===== src/rtl/program_loader_pkg.sv =====
// Shared definitions for the instruction-memory program loader: FSM encoding,
// default end-of-program marker and the byte-address step between words.
package program_loader_pkg;

   typedef enum logic [1:0] {
      ST_IDLE  = 2'd0,
      ST_RECV  = 2'd1,
      ST_WRITE = 2'd2,
      ST_DONE  = 2'd3
   } loader_state_t;

   localparam logic [31:0] DEFAULT_HALT_WORD = 32'hFFFF_FFFF;
   localparam logic [31:0] ADDR_STEP         = 32'd4;
   localparam int          BYTES_PER_WORD    = 4;

   // A byte completes a word when the counter is about to wrap back to zero.
   function automatic logic is_last_byte(input logic [1:0] bcnt);
      return bcnt == 2'(BYTES_PER_WORD - 1);
   endfunction

endpackage


===== src/rtl/program_loader_byte_assembler.sv =====
// Packs a byte stream into 32-bit words, MSB byte first. word_ready is high in
// the cycle the 4th byte is captured and word then holds the complete word.
module byte_assembler
   import program_loader_pkg::*;
(
   input  logic        clk,
   input  logic        reset,
   input  logic        clear,
   input  logic        capture,
   input  logic [7:0]  data,
   output logic [31:0] word,
   output logic        word_ready
);

   logic [31:0] shift;
   logic [1:0]  bcnt;

   always_ff @(posedge clk) begin
      if (reset || clear) begin
         shift <= '0;
         bcnt  <= '0;
      end else if (capture) begin
         shift <= {shift[23:0], data};
         bcnt  <= bcnt + 2'd1;
      end
   end

   // The completed word includes the byte arriving this cycle, so the writer
   // can latch it on the same edge that captures the last byte.
   assign word       = {shift[23:0], data};
   assign word_ready = capture && is_last_byte(bcnt);

endmodule


===== src/rtl/program_loader.sv =====
// Loads a UART byte stream into instruction memory as 32-bit words at ascending
// byte addresses, holding the CPU in reset until HALT is written or memory fills.
module program_loader
   import program_loader_pkg::*;
#(
   parameter int                    DATA_WIDTH = 32,
   parameter int                    MEM_DEPTH  = 256,
   parameter logic [DATA_WIDTH-1:0] HALT_WORD  = DEFAULT_HALT_WORD
) (
   input  logic                  i_clock,
   input  logic                  i_reset,
   input  logic                  i_start,
   input  logic [7:0]            i_rx_data,
   input  logic                  i_rx_done,
   output logic                  o_loading,
   output logic [DATA_WIDTH-1:0] o_instruccion,
   output logic [DATA_WIDTH-1:0] o_address,
   output logic                  o_cpu_reset,
   output logic                  o_done,
   output logic                  o_overflow,
   output logic [DATA_WIDTH-1:0] o_word_count
);

   loader_state_t         state;
   loader_state_t         next_state;
   logic [DATA_WIDTH-1:0] addr;
   logic [DATA_WIDTH-1:0] word_count;
   logic [DATA_WIDTH-1:0] word_count_next;
   logic                  overflow;
   logic                  capture_en;
   logic                  start_load;
   logic                  halt_seen;
   logic                  mem_full;
   logic [31:0]           asm_word;
   logic                  word_ready;

   byte_assembler u_byte_assembler (
      .clk        (i_clock),
      .reset      (i_reset),
      .clear      (start_load),
      .capture    (capture_en),
      .data       (i_rx_data),
      .word       (asm_word),
      .word_ready (word_ready)
   );

   assign word_count_next = word_count + DATA_WIDTH'(1);
   assign halt_seen       = (o_instruccion == HALT_WORD);
   assign mem_full        = (word_count_next == DATA_WIDTH'(MEM_DEPTH));

   always_ff @(posedge i_clock) begin
      if (i_reset) begin
         state <= ST_IDLE;
      end else begin
         state <= next_state;
      end
   end

   // Bytes are accepted in WRITE as well as RECV so a byte landing in the
   // write cycle becomes byte 0 of the following word.
   always_comb begin
      next_state = state;
      capture_en = 1'b0;
      start_load = 1'b0;
      unique case (state)
         ST_IDLE, ST_DONE: begin
            if (i_start) begin
               next_state = ST_RECV;
               start_load = 1'b1;
            end
         end
         ST_RECV: begin
            capture_en = i_rx_done;
            if (word_ready) begin
               next_state = ST_WRITE;
            end
         end
         ST_WRITE: begin
            capture_en = i_rx_done;
            if (halt_seen || mem_full) begin
               next_state = ST_DONE;
            end else begin
               next_state = ST_RECV;
            end
         end
         default: begin
            next_state = ST_IDLE;
         end
      endcase
   end

   // The write registers are loaded on the edge that captures the 4th byte,
   // so they are stable for the whole WRITE cycle and hold afterwards.
   always_ff @(posedge i_clock) begin
      if (i_reset) begin
         addr          <= '0;
         word_count    <= '0;
         overflow      <= 1'b0;
         o_instruccion <= '0;
         o_address     <= '0;
      end else begin
         if (start_load) begin
            addr       <= '0;
            word_count <= '0;
            overflow   <= 1'b0;
         end else if (state == ST_WRITE) begin
            addr       <= addr + DATA_WIDTH'(ADDR_STEP);
            word_count <= word_count_next;
            if (!halt_seen && mem_full) begin
               overflow <= 1'b1;
            end
         end
         if (word_ready) begin
            o_instruccion <= DATA_WIDTH'(asm_word);
            o_address     <= addr;
         end
      end
   end

   assign o_loading    = (state == ST_WRITE);
   assign o_cpu_reset  = (state == ST_RECV) || (state == ST_WRITE);
   assign o_done       = (state == ST_DONE);
   assign o_overflow   = overflow;
   assign o_word_count = word_count;

endmodule

===== config.mk =====
export PLATFORM = sky130hd
export DESIGN_NAME = program_loader
export DESIGN_NICKNAME = d
export VERILOG_FILES = /design/src/rtl/program_loader_pkg.sv /design/src/rtl/program_loader_byte_assembler.sv /design/src/rtl/program_loader.sv
export SDC_FILE = /design/constraint.sdc
export NUM_CORES = 1
export LEC_CHECK = 0
export CELL_PAD_IN_SITES_DETAIL_PLACEMENT = 0
export CELL_PAD_IN_SITES_GLOBAL_PLACEMENT = 1
export CORE_MARGIN = 2
export CORE_UTILIZATION = 42
export CTS_CLUSTER_SIZE = 24
export DETAILED_ROUTE_END_ITERATION = 10
export GPL_TIMING_DRIVEN = 0
export MAX_ROUTING_LAYER = met4
export PLACE_DENSITY = 0.9
export SKIP_LAST_GASP = 1
export SLEW_MARGIN = 10
export SYNTH_ARGS = -nofsm -noshare
export SYNTH_HDL_FRONTEND = slang
export SYNTH_SLANG_ARGS = --single-unit

===== constraint.sdc =====
create_clock -name i_clock -period 4.8 [get_ports i_clock]
set_input_delay 0.48 -clock i_clock [delete_from_list [all_inputs] [get_ports i_clock]]
set_output_delay 0.48 -clock i_clock [all_outputs]
set_load 0.05 [all_outputs]

== After elaboration in Yosys (flattened, before gate mapping) ==
Cells that the tools add are included.

* Flip-flop bits (word level): 157
* Output and inout bits: 100
* Logic and storage cells: 38

* Add/sub/neg operators: 3
* Equality and inequality tests: 8
* Multiplexer cells: 7
* Reduce and logical (&&, ||, !) cells: 12

{| class="wikitable"
|+ Operators by type and width
! cell !! count
|-
| 32-bit by 1-bit adder with 32-bit output (second input constant) || 1
|-
| 32-bit by 3-bit adder with 32-bit output (second input constant) || 1
|-
| 32-bit equality test (second input constant) || 1
|-
| 32-bit by 9-bit equality test with 1-bit output (second input constant) || 1
|-
| 2-bit equality test (second input constant) || 3
|-
| 2-bit 2-to-1 mux || 3
|-
| 2-bit case mux with 3 select lines || 1
|-
| 2-bit OR reduction || 3
|-
| 2-bit AND reduction || 2
|-
| 1-bit logical OR || 3
|-
| 1-bit 2-to-1 mux || 3
|-
| 2-bit by 1-bit adder with 2-bit output (second input constant) || 1
|-
| 2-bit by 1-bit equality test with 1-bit output (second input constant) || 1
|-
| 1-bit logical AND || 2
|-
| 2-bit zero test || 1
|-
| 2-bit by 1-bit != test with 1-bit output (second input constant) || 1
|-
| 2-bit != test (second input constant) || 1
|-
| 1-bit zero test || 1
|}

== Depth between registers and ports, before layout ==
Gate-level depths: netlist of run 1.

* Word-level depth: 6
* Mapped depth: 9
* Depth with buffers taken out: 9

== Hierarchy ==
A second synthesis of run 1 with hierarchy kept.

* Cells, all modules: 748
* Area, all modules: 6845.3 um^2

{| class="wikitable"
|+ Modules (own cells, without submodules)
! module !! instances !! cells an instance !! area each (um^2) !! sequential area each (um^2)
|-
| program_loader || 1 || 653 || 5805.6 || 2542.4
|-
| byte_assembler || 1 || 95 || 1039.7 || 520.5
|}

== Least setup slack after synthesis of run 1 ==
No wires, ideal clock.

* Path type: reg-to-reg
* Start point: register word_count[0], in the netlist o_word_count[0]
* End point: register state[1]
* Library setup time: 0.079 ns
* Arrival: 2.565 ns
* Data required time: 4.721 ns
* Path slack: 2.156 ns
* Stages on the path, launching flop included: 9
* Buffers on the path: 0
* Clock period less this slack: 2.644 ns
* Cell sequence: dfxtp_1 -> ha_1 -> nand3_1 -> nor4_1 -> nor4bb_1 -> nor3_1 -> nor3_1 -> nand4_1 -> a211oi_2

* Longest elaborated chain between the ends: 5

{| class="wikitable"
|+ Ends and longest elaborated chain
! element !! line !! RTL
|-
| start, declared || program_loader.sv:27 || <nowiki>logic [DATA_WIDTH-1:0] word_count;</nowiki>
|-
| start signal, assigned || program_loader.sv:108 || <nowiki>word_count <= word_count_next;</nowiki>
|-
| 32-bit by 1-bit adder with 32-bit output || program_loader.sv:47 || <nowiki>assign word_count_next = word_count + DATA_WIDTH'(1);</nowiki>
|-
| 32-bit by 9-bit equality test with 1-bit output || program_loader.sv:49 || <nowiki>assign mem_full = (word_count_next == DATA_WIDTH'(MEM_DEPTH));</nowiki>
|-
| 1-bit logical OR || program_loader.sv:80 || <nowiki>if (halt_seen || mem_full) begin</nowiki>
|-
| 2-bit 2-to-1 mux || program_loader.sv:80 ||
|-
| 2-bit case mux with 3 select lines || program_loader.sv:65 || <nowiki>unique case (state)</nowiki>
|-
| end signal, assigned || program_loader.sv:55 || <nowiki>state <= next_state;</nowiki>
|-
| end, declared || program_loader.sv:24 || <nowiki>loader_state_t state;</nowiki>
|}

Every way passes these cells.
A chain may end at the register's enable or synchronous reset.

== Final worst setup path of run 1 ==
* Start point: register word_count[0], in the netlist o_word_count[0]
* End point: register overflow, in the netlist o_overflow

* Longest elaborated chain between the ends: 4

{| class="wikitable"
|+ Ends and longest elaborated chain
! element !! line !! RTL
|-
| 32-bit by 1-bit adder with 32-bit output || program_loader.sv:47 ||
|-
| 32-bit by 9-bit equality test with 1-bit output || program_loader.sv:49 ||
|-
| 1-bit logical AND || program_loader.sv:109 || <nowiki>if (!halt_seen && mem_full) begin</nowiki>
|-
| 2-bit AND reduction (no source line) || n/a ||
|-
| end signal, assigned || program_loader.sv:98 || <nowiki>overflow <= 1'b0;</nowiki>
|-
| end signal, assigned || program_loader.sv:105 || <nowiki>overflow <= 1'b0;</nowiki>
|-
| end signal, assigned || program_loader.sv:110 || <nowiki>overflow <= 1'b1;</nowiki>
|-
| end, declared || program_loader.sv:29 || <nowiki>logic overflow;</nowiki>
|}

Every way passes these cells.

==> results of run 1 <==
## metal layers
layer	track usage (%)	share of wire, %
met5	-	0
met4	7.08	1.0
met3	4.14	4.2
met2	31.9	46
met1	29.3	49
## flip-flops by register name, indices dropped and copies added, names as in the netlist
| name | cells |
|---|---|
| addr | 30 |
| o_address | 30 |
| o_instruccion | 32 |
| o_overflow | 1 |
| o_word_count | 32 |
| state | 2 |
| u_byte_assembler.bcnt | 2 |
| u_byte_assembler.shift | 24 |
## power breakdown
part           switching, W  internal, W
clock network      0.000526     0.000826
registers        0.00000624      0.00128
logic             0.0000852    0.0000320
total              0.000618      0.00213
## worst min path at each step
stage                                      end  slack, ns                  startpoint  depth (start not counted)
global placement             o_instruccion[28]       0.44  u_byte_assembler.shift[20]                          2
floorplan                    o_instruccion[24]       0.43  u_byte_assembler.shift[16]                          2
finish                       o_instruccion[28]       0.45  u_byte_assembler.shift[20]                          2
CTS                          o_instruccion[28]       0.45  u_byte_assembler.shift[20]                          2
detailed placement  u_byte_assembler.shift[20]       0.45  u_byte_assembler.shift[20]                          2
global route        u_byte_assembler.shift[20]       0.48  u_byte_assembler.shift[20]                          2
## worst register-to-register path: stages (launching register included)
cell and delay [ns]:
dfxtp_1 0.49, ha_1 0.30, nand3_1 0.26, nor4_1 0.75
nor4bb_1 0.37, nor3_1 0.10, nor4_1 0.31, a41oi_1 0.17
nor2_1 0.10
## placed cells by master, fill, tap and decap left out, types with 6 or more instances in the layout
cell type and instances:
nor3_1 14, buf_2 6, and4_1 7, xnor2_1 25, nand4_1 32, o21ai_0 13
nor2_1 73, inv_1 8, xor2_1 37, or3_1 12, dfxtp_1 153, clkbuf_1 43
nand2_1 205, ha_1 7, a21oi_1 100, nor4_1 12, nand3_1 28, clkdlybuf4s50_1 109
and3_1 10, clkbuf_16 17
## kinds of logic after synthesis
| group | Yosys count |
|---|---|
| and+or+nand+nor | 410 |
| DFF | 153 |
| AOI/OAI and AO/OA | 135 |
| buffers and inverters | 65 |
| xor gates and xnor gates | 62 |
| adders and majority gates | 7 |
| muxes | 3 |
| other | 1 |
## through the flow
| step | util, % | worst slack (ns) | cell area (um2) |
|---|---|---|---|
| CTS | 54.9 | 1.96 | 8620 |
| global placement | 51.1 | 1.91 | 8030 |
| global route | 54.9 | 1.58 | 8620 |
| detailed placement | 51.1 | 1.92 | 8030 |
| floorplan | - | 2.16 | 6670 |
| finish | 54.9 | 1.89 | 8620 |
## final cells by class
class	instances	area, um2	share of cell area (%)
multi-input combinational	619	3310	38.3
sequential	153	3060	35.5
timing repair buffer	109	1090	12.7
clock buffer	19	443	5.14
buffer	57	272	3.15
tap	216	270	3.13
clock inverter	11	149	1.73
inverter	8	30.0	0.348
## cells in the mapped netlist (2+ instances only)
cell type	instances	area share [%]
nand2_1	205	12
dfxtp_1	153	46
a21oi_1	100	7.5
nor2_1	73	4.1
clkbuf_1	42	2.4
xor2_1	37	4.9
nand4_1	32	3.0
nand3_1	28	2.1
xnor2_1	25	3.3
nor3_1	14	1.1
o21ai_0	13	0.98
nor4_1	12	1.1
or3_1	12	1.1
and3_1	10	0.94
inv_1	8	0.45
and4_1	7	0.92
ha_1	7	1.3
buf_2	6	0.45
buf_6	5	0.84
and2_1	3	0.28
mux2i_1	3	0.45
or4_1	3	0.34
a211o_1	2	0.26
a211oi_1	2	0.23
a22oi_1	2	0.23
a31oi_1	2	0.19
buf_4	2	0.23
o2111ai_1	2	0.26
==> impl_metrics.env, run 1 <==
export IMPL_max_freq_mhz=344
export IMPL_crit_family="simple AND/OR/NAND/NOR gates"
export IMPL_ant_nets=0
export IMPL_start_kind="register"
export IMPL_n_fill_cell=1501
export IMPL_post_route_period_util_pct=60.6
export IMPL_nNetsFinal=984
export IMPL_grt_use_total_pct=21.4
export IMPL_cts_buffer_depth=2
export IMPL_placed_cells=1162
export IMPL_cp_slowest_cell="nor4_1"
export IMPL_path_clk_slew_ns=0.06
export IMPL_floorplan_die_area_um2=16900
export IMPL_synthFlopType="dfxtp_1"
export IMPL_cts_sinks=153
export IMPL_required_ns=5.15
export IMPL_tightest_slew_ns=0.893
export IMPL_rsz0062_at_grt="false"
export IMPL_hold_ws_ns=0.454
export IMPL_hold_viol=0
export IMPL_ff2ff_path_depth=8
export IMPL_cp_end_kind="register"
export IMPL_synth_xor_area_share_pct=8.14
export IMPL_cts_hold_buffers_added=0
export IMPL_syn_area_um2=6670
export IMPL_hp_class="reg2reg"
export IMPL_instances_no_fill=1192
export IMPL_num_rows=46
export IMPL_synth_avg_cell_area_um2=7.98
export IMPL_synth_edf_count=0
export IMPL_cpPeakStageDelay_ns=0.75
export IMPL_ys_warn_count=0
export IMPL_slew_limit_headroom_pct=39.9
export IMPL_synth_compound_area_share_pct=11.6
export IMPL_synthSimpleGateAreaFrac_pct=28.0
export IMPL_setup_tns_ns=0
export IMPL_setup_violations=0
export IMPL_drt_iter0_drc=416
export IMPL_synth_seq_area_share_pct=45.9
export IMPL_coreArea_um2=15700
export IMPL_syn_inst=836
export IMPL_htree_num_levels=4
export IMPL_hpwl_um=12300
export IMPL_root_buffer="clkbuf_16"
export IMPL_totalWireLength_um=17200
export IMPL_critical_path_buf_inv_count=0
export IMPL_numCtsBuffers=17
export IMPL_vdd_ir_drop_max_v=0.000254
export IMPL_antenna_found_initial=0
export IMPL_async_flop_share_pct=0
export IMPL_total_power_w=0.00275
export IMPL_r2r_start="o_word_count[0]"
export IMPL_status="finished clean"
export IMPL_synth_fa_ha_area_share_pct=1.31
export IMPL_cp_num_cells=8
export IMPL_post_cts_resized=0
export IMPL_powerDensity_nw_per_um2=319
export IMPL_antenna_cells=0
export IMPL_worstSetupStartpoint="o_word_count[0]"
export IMPL_netlist_cell_type_count=54
export IMPL_crit_type="reg2reg"
export IMPL_slew_violations=0
export IMPL_die_h_um=130
export IMPL_post_cts_buffers=0
export IMPL_cp_endpoint="o_overflow"
export IMPL_synth_seq_cells=153
export IMPL_insertion_delay_ns=0.42
export IMPL_grt_first_pass_wirelength_um=27500
export IMPL_wl_per_cell_um=14.5
export IMPL_drt_pass1_iterations=5
export IMPL_start_util_pct=42.4
export IMPL_synth_area_mux_share_pct=0.450
export IMPL_r2r_slack_ns=1.89
export IMPL_gp_congestion=0.873
export IMPL_avgViaCountPerCell=5.14
export IMPL_max_cap_viol_count=0
export IMPL_worstPathMaxFanout=9
export IMPL_drive_gt1_share_pct=5.23
export IMPL_skew_ns=0.00763
export IMPL_path_cells="ha_1, nand3_1, nor4_1, nor4bb_1, nor3_1, nor4_1, a41oi_1, nor2_1"
export IMPL_globalRouteOverflowTotal=0
export IMPL_rr_endpoint="o_overflow"
export IMPL_p_leak_nw=2.80
export IMPL_port_buffers=109
export IMPL_ios=112
export IMPL_crit_top_cell="nor4_1"
export IMPL_arrival_ns=3.27
export IMPL_die_w_um=130
export IMPL_cts_tree="built"
export IMPL_grt_pass1_vias=5431
export IMPL_drcViolationCount=0
export IMPL_vias=6127
export IMPL_area_delta_synth_final_pct=29.3
export IMPL_synth_top_family_by_area="simple AND/OR/NAND/NOR gates"
export IMPL_layout_min_cycle_time_ns=2.91
export IMPL_grt_max_degree=17
(Power assumes the default switching activity.)
==> run 2, diff against run 1 <==
CORE_UTILIZATION = 35   (was 42)
PLACE_DENSITY = 0.8   (was 0.9)
clock period = 2.6 ns   (was 4.8 ns; I/O delays follow)
==> impl_metrics.env, run 2 (same netlist as run 1, synthesis figures left out) <==
export IMPL_status="finished clean"
export IMPL_post_route_period_util_pct=95.6
export IMPL_p_leak_nw=2.85
export IMPL_vdd_ir_drop_max_v=0.000453
export IMPL_placed_cells=1180
export IMPL_port_buffers=109
export IMPL_start_kind="register"
export IMPL_grt_use_total_pct=18.4
export IMPL_globalRouteOverflowTotal=0
export IMPL_tightest_slew_ns=0.664
export IMPL_mostFrequentLayoutCell="nand2_1"
export IMPL_r2r_slack_ns=0.11
export IMPL_multi_input_area_um2=3330
export IMPL_layout_min_cycle_time_ns=2.49
export IMPL_instances_no_fill=1211
export IMPL_start_util_pct=35.6
export IMPL_antenna_cells=0
export IMPL_die_w_um=142
export IMPL_gp_congestion=0.869
export IMPL_arrival_ns=2.83
export IMPL_grt_pass1_vias=5636
export IMPL_num_rows=50
export IMPL_ff2ff_path_depth=9
export IMPL_cts_tree="built"
export IMPL_n_fill_cell=1881
export IMPL_drt_iter0_drc=305
export IMPL_insertion_delay_ns=0.42
export IMPL_htree_num_levels=4
export IMPL_hold_ws_ns=0.454
export IMPL_path_clk_slew_ns=0.06
export IMPL_hp_class="in2reg"
export IMPL_floorplan_die_area_um2=20200
export IMPL_worstPathMaxFanout=10
export IMPL_utilization_pct=46.6
export IMPL_coreArea_um2=18700
export IMPL_cts_sinks=153
export IMPL_totalWireLength_um=17800
export IMPL_nNetsFinal=984
export IMPL_die_h_um=142
export IMPL_drt_pass1_iterations=5
export IMPL_powerDensity_nw_per_um2=593
export IMPL_regArea_um2=3070
export IMPL_grt_first_pass_wirelength_um=29000
export IMPL_drive_gt1_share_pct=7.27
export IMPL_wl_per_cell_um=14.7
export IMPL_max_cap_viol_count=0
export IMPL_area_delta_synth_final_pct=30.8
export IMPL_setup_violations=0
export IMPL_crit_type="reg2reg"
export IMPL_antenna_found_initial=0
export IMPL_slew_limit_headroom_pct=55.3
export IMPL_cts_hold_buffers_added=0
export IMPL_ant_nets=0
export IMPL_mostFrequentLayoutCells="nand2_1 (205), dfxtp_1 (146), clkdlybuf4s50_1 (109), a21oi_1 (100), nor2_1 (72)"
export IMPL_min_path_cells=3
export IMPL_grt_max_degree=17
export IMPL_numCtsBuffers=17
export IMPL_rsz0062_at_grt="true"
export IMPL_dpl_worst_slack_ns=-0.0770
export IMPL_setup_ws_ns=0.113
export IMPL_max_freq_mhz=402
export IMPL_avgViaCountPerCell=5.01
export IMPL_hold_viol=0
export IMPL_cts_buffer_depth=2
export IMPL_vias=6070
export IMPL_slew_violations=0
export IMPL_setup_tns_ns=0
export IMPL_ios=112
export IMPL_required_ns=2.94
export IMPL_root_buffer="clkbuf_16"
export IMPL_cp_end_kind="register"
export IMPL_hpwl_um=12800
export IMPL_skew_ns=0.00703
export IMPL_drcViolationCount=0
run 2: cell types whose count changed in the layout (fill, tap and decap cells not counted), sizes merged:
cell | before | now
buf | 14 | 17
clkbuf | 61 | 62
clkinv | 4 | 0
clkinvlp | 3 | 1
inv | 9 | 12
run 2: what timing repair did:
action / 4_1_cts / 5_1_grt
buffers inserted: 0 / 3
resized for setup: 4 / 15
gates cloned: 0 / 0
pin swaps: 0 / 2
setup endpoints to repair: 15 / 74
run 2: critical path, stage by stage (launching register included):
cell and delay [ns]:
dfxtp_1 0.34, buf_6 0.14, nand4_1 0.20, or2_2 0.35, clkbuf_1 0.20, nor3_1 0.27
o2111ai_1 0.18, a22oi_1 0.31, nand4_1 0.17, a211oi_2 0.23
run 2: through the flow:
stage               power [W]  instance area (um2)
finish                0.00517                 8720
global route          0.00534                 8720
CTS                   0.00522                 8680
detailed placement    0.00264                 8060
global placement      0.00264                 8060
floorplan             0.00255                 6680
run 2: path summary, 6_finish.rpt:
kind,start,to
worst min-delay path,i_rx_data[6],o_instruccion[6]
worst max-delay path,o_word_count[17],state[1]
worst min register to register,u_byte_assembler.shift[19],o_instruccion[27]
worst max register to register,o_word_count[17],state[1]
run 2: report_power, final:
part | switching [W] | internal [W] | total [W]
clock network | 0.000994 | 0.00160 | 0.00259
registers | 0.0000119 | 0.00236 | 0.00237
logic | 0.000155 | 0.0000601 | 0.000215
run 2: area by class of cell:
class                           count  area share (%)
Multi-Input combinational cell    619            38.2
Sequential cell                   153            35.2
Timing Repair Buffer              112            12.8
Clock buffer                       23            5.48
Tap cell                          234            3.36
Buffer                             54            3.07
Clock inverter                      8            1.52
Inverter                            8           0.344
run 2: metal layers:
layer	vias up	part of all wire (%)	GRT usage [%]
met5	-	0	-
met4	0	1.6	5.89
met3	25	4.1	3.33
met2	139	44	27.1
met1	2812	50	25.5
li1	3094	-	-
==> run 3, diff against run 2 <==
CORE_ASPECT_RATIO = 1.1   (was not set)
SLEW_MARGIN = 15   (was 10)
==> impl_metrics.env, run 3 (same netlist as run 1, synthesis figures left out) <==
export IMPL_status="finished clean"
export IMPL_root_buffer="clkbuf_16"
export IMPL_vias=6126
export IMPL_totalWireLength_um=18100
export IMPL_cts_tree="built"
export IMPL_max_freq_mhz=405
export IMPL_floorplan_die_area_um2=20200
export IMPL_p_clk_share_pct=50.3
export IMPL_path_clk_slew_ns=0.06
export IMPL_p_switching_w=0.00121
export IMPL_sw_frac_of_total_pct=23.2
export IMPL_die_w_um=136
export IMPL_hold_ws_ns=0.450
export IMPL_required_ns=2.95
export IMPL_drcViolationCount=0
export IMPL_ios=112
export IMPL_cts_sinks=153
export IMPL_num_rows=52
export IMPL_drt_pass1_iterations=5
export IMPL_slew_violations=0
export IMPL_total_power_w=0.00520
export IMPL_p_seq_share_pct=45.5
export IMPL_htree_num_levels=4
export IMPL_nNetsFinal=983
export IMPL_arrival_ns=2.82
export IMPL_start_util_pct=36.0
export IMPL_coreArea_um2=18500
export IMPL_setup_ws_ns=0.129
export IMPL_area_delta_synth_final_pct=31.5
export IMPL_drt_iter0_drc=371
export IMPL_placed_cells=1189
export IMPL_tightest_slew_ns=0.648
export IMPL_post_route_period_util_pct=95.0
export IMPL_antenna_cells=0
export IMPL_numCtsBuffers=17
export IMPL_cts_buffer_depth=2
export IMPL_power_frac_comb_pct=4.2
export IMPL_grt_pass1_vias=5599
export IMPL_grt_use_total_pct=18.9
export IMPL_n_fill_cell=1880
export IMPL_mostFrequentLayoutCells="nand2_1 (205), dfxtp_1 (146), clkdlybuf4s50_1 (109), a21oi_1 (100), nor2_1 (72)"
export IMPL_cp_end_kind="register"
export IMPL_gp_congestion=0.851
export IMPL_wl_per_cell_um=14.9
export IMPL_insertion_delay_ns=0.43
export IMPL_ant_nets=0
export IMPL_crit_type="reg2reg"
export IMPL_powerDensity_nw_per_um2=593
export IMPL_skew_ns=0.0104
export IMPL_port_buffers=109
export IMPL_start_kind="register"
export IMPL_globalRouteOverflowTotal=0
export IMPL_rsz0062_at_grt="false"
export IMPL_slew_limit_headroom_pct=56.8
export IMPL_hp_class="in2reg"
export IMPL_hold_viol=0
export IMPL_grt_first_pass_wirelength_um=29200
export IMPL_vdd_ir_drop_max_v=0.000453
export IMPL_die_h_um=149
export IMPL_avgViaCountPerCell=5.02
export IMPL_p_leak_nw=2.87
export IMPL_instances_no_fill=1220
export IMPL_hpwl_um=12900
export IMPL_worstPathMaxFanout=7
export IMPL_p_int_w=0.00399
export IMPL_grt_max_degree=17
export IMPL_max_cap_viol_count=0
export IMPL_mostFrequentLayoutCell="nand2_1"
export IMPL_layout_min_cycle_time_ns=2.47
export IMPL_antenna_found_initial=0
export IMPL_setup_violations=0
export IMPL_dpl_worst_slack_ns=-0.103
export IMPL_drive_gt1_share_pct=7.68
export IMPL_setup_tns_ns=0
## run 3: cell count changes in the layout (fill, tap and decap cells not counted), sizes merged
cell | previous run | this run
clkbuf | 62 | 59
clkinv | 0 | 3
buf | 17 | 16
clkinvlp | 1 | 2
## run 3: final timing paths
kind / start / end / cells past startpoint / slack (ns)
min: i_rx_data[0] / u_byte_assembler.shift[0] / 3 / 0.45
max: o_word_count[13] / state[1] / 7 / 0.13
min reg2reg: u_byte_assembler.shift[21] / o_instruccion[29] / 2 / 0.45
max reg2reg: o_word_count[13] / state[1] / 7 / 0.13
## run 3: worst max-delay path: stages, from the launching register on
cell and delay [ns]:
dfxtp_1 0.49, and4_4 0.30, nand2_4 0.08, or3_1 0.39, a211o_1 0.35, a2111oi_4 0.37
nand4_1 0.17, a211oi_2 0.23
## run 3: through the flow
stage / utilization, % / instance area [um2]
after floorplan: - / 6680
after global placement: 43.5 / 8070
after detailed placement: 43.5 / 8070
after CTS: 46.9 / 8700
after global routing: 47.3 / 8770
final: 47.3 / 8770
## run 3: layout make-up
class | count | area (um2) | area share [%]
clock buffer | 20 | 457 | 5.21
timing repair buffer | 111 | 1110 | 12.6
sequential | 153 | 3070 | 35.0
buffer | 54 | 267 | 3.04
inverter | 8 | 30.0 | 0.343
clock inverter | 12 | 161 | 1.84
tap | 243 | 304 | 3.47
multi-input combinational | 619 | 3370 | 38.4
## run 3: per-layer routing
| layer | track usage (%) | vias up | part of all wire [%] |
|---|---|---|---|
| met4 | 6.67 | 0 | 1.4 |
| li1 | - | 3097 | - |
| met3 | 3.53 | 25 | 3.4 |
| met1 | 25.0 | 2872 | 49 |
| met2 | 29.0 | 132 | 46 |
| met5 | - | - | 0 |
## run 3: power groups by stage
stage / Sequential (W) / Combinational, W / Clock (W)
finish: 0.00237 / 0.000220 / 0.00261
global route: 0.00237 / 0.000242 / 0.00275
floorplan: 0.00242 / 0.000135 / 0
global placement: 0.00242 / 0.000219 / 0
detailed placement: 0.00242 / 0.000219 / 0
CTS: 0.00237 / 0.000221 / 0.00265
## run 3: what timing repair did
action                                  4_1_cts  5_1_grt
endpoints found under the setup margin       42       79
resized for setup                             5       16
hold buffers                                  0        0
buffers inserted                              0        2
pin swaps                                     0        2
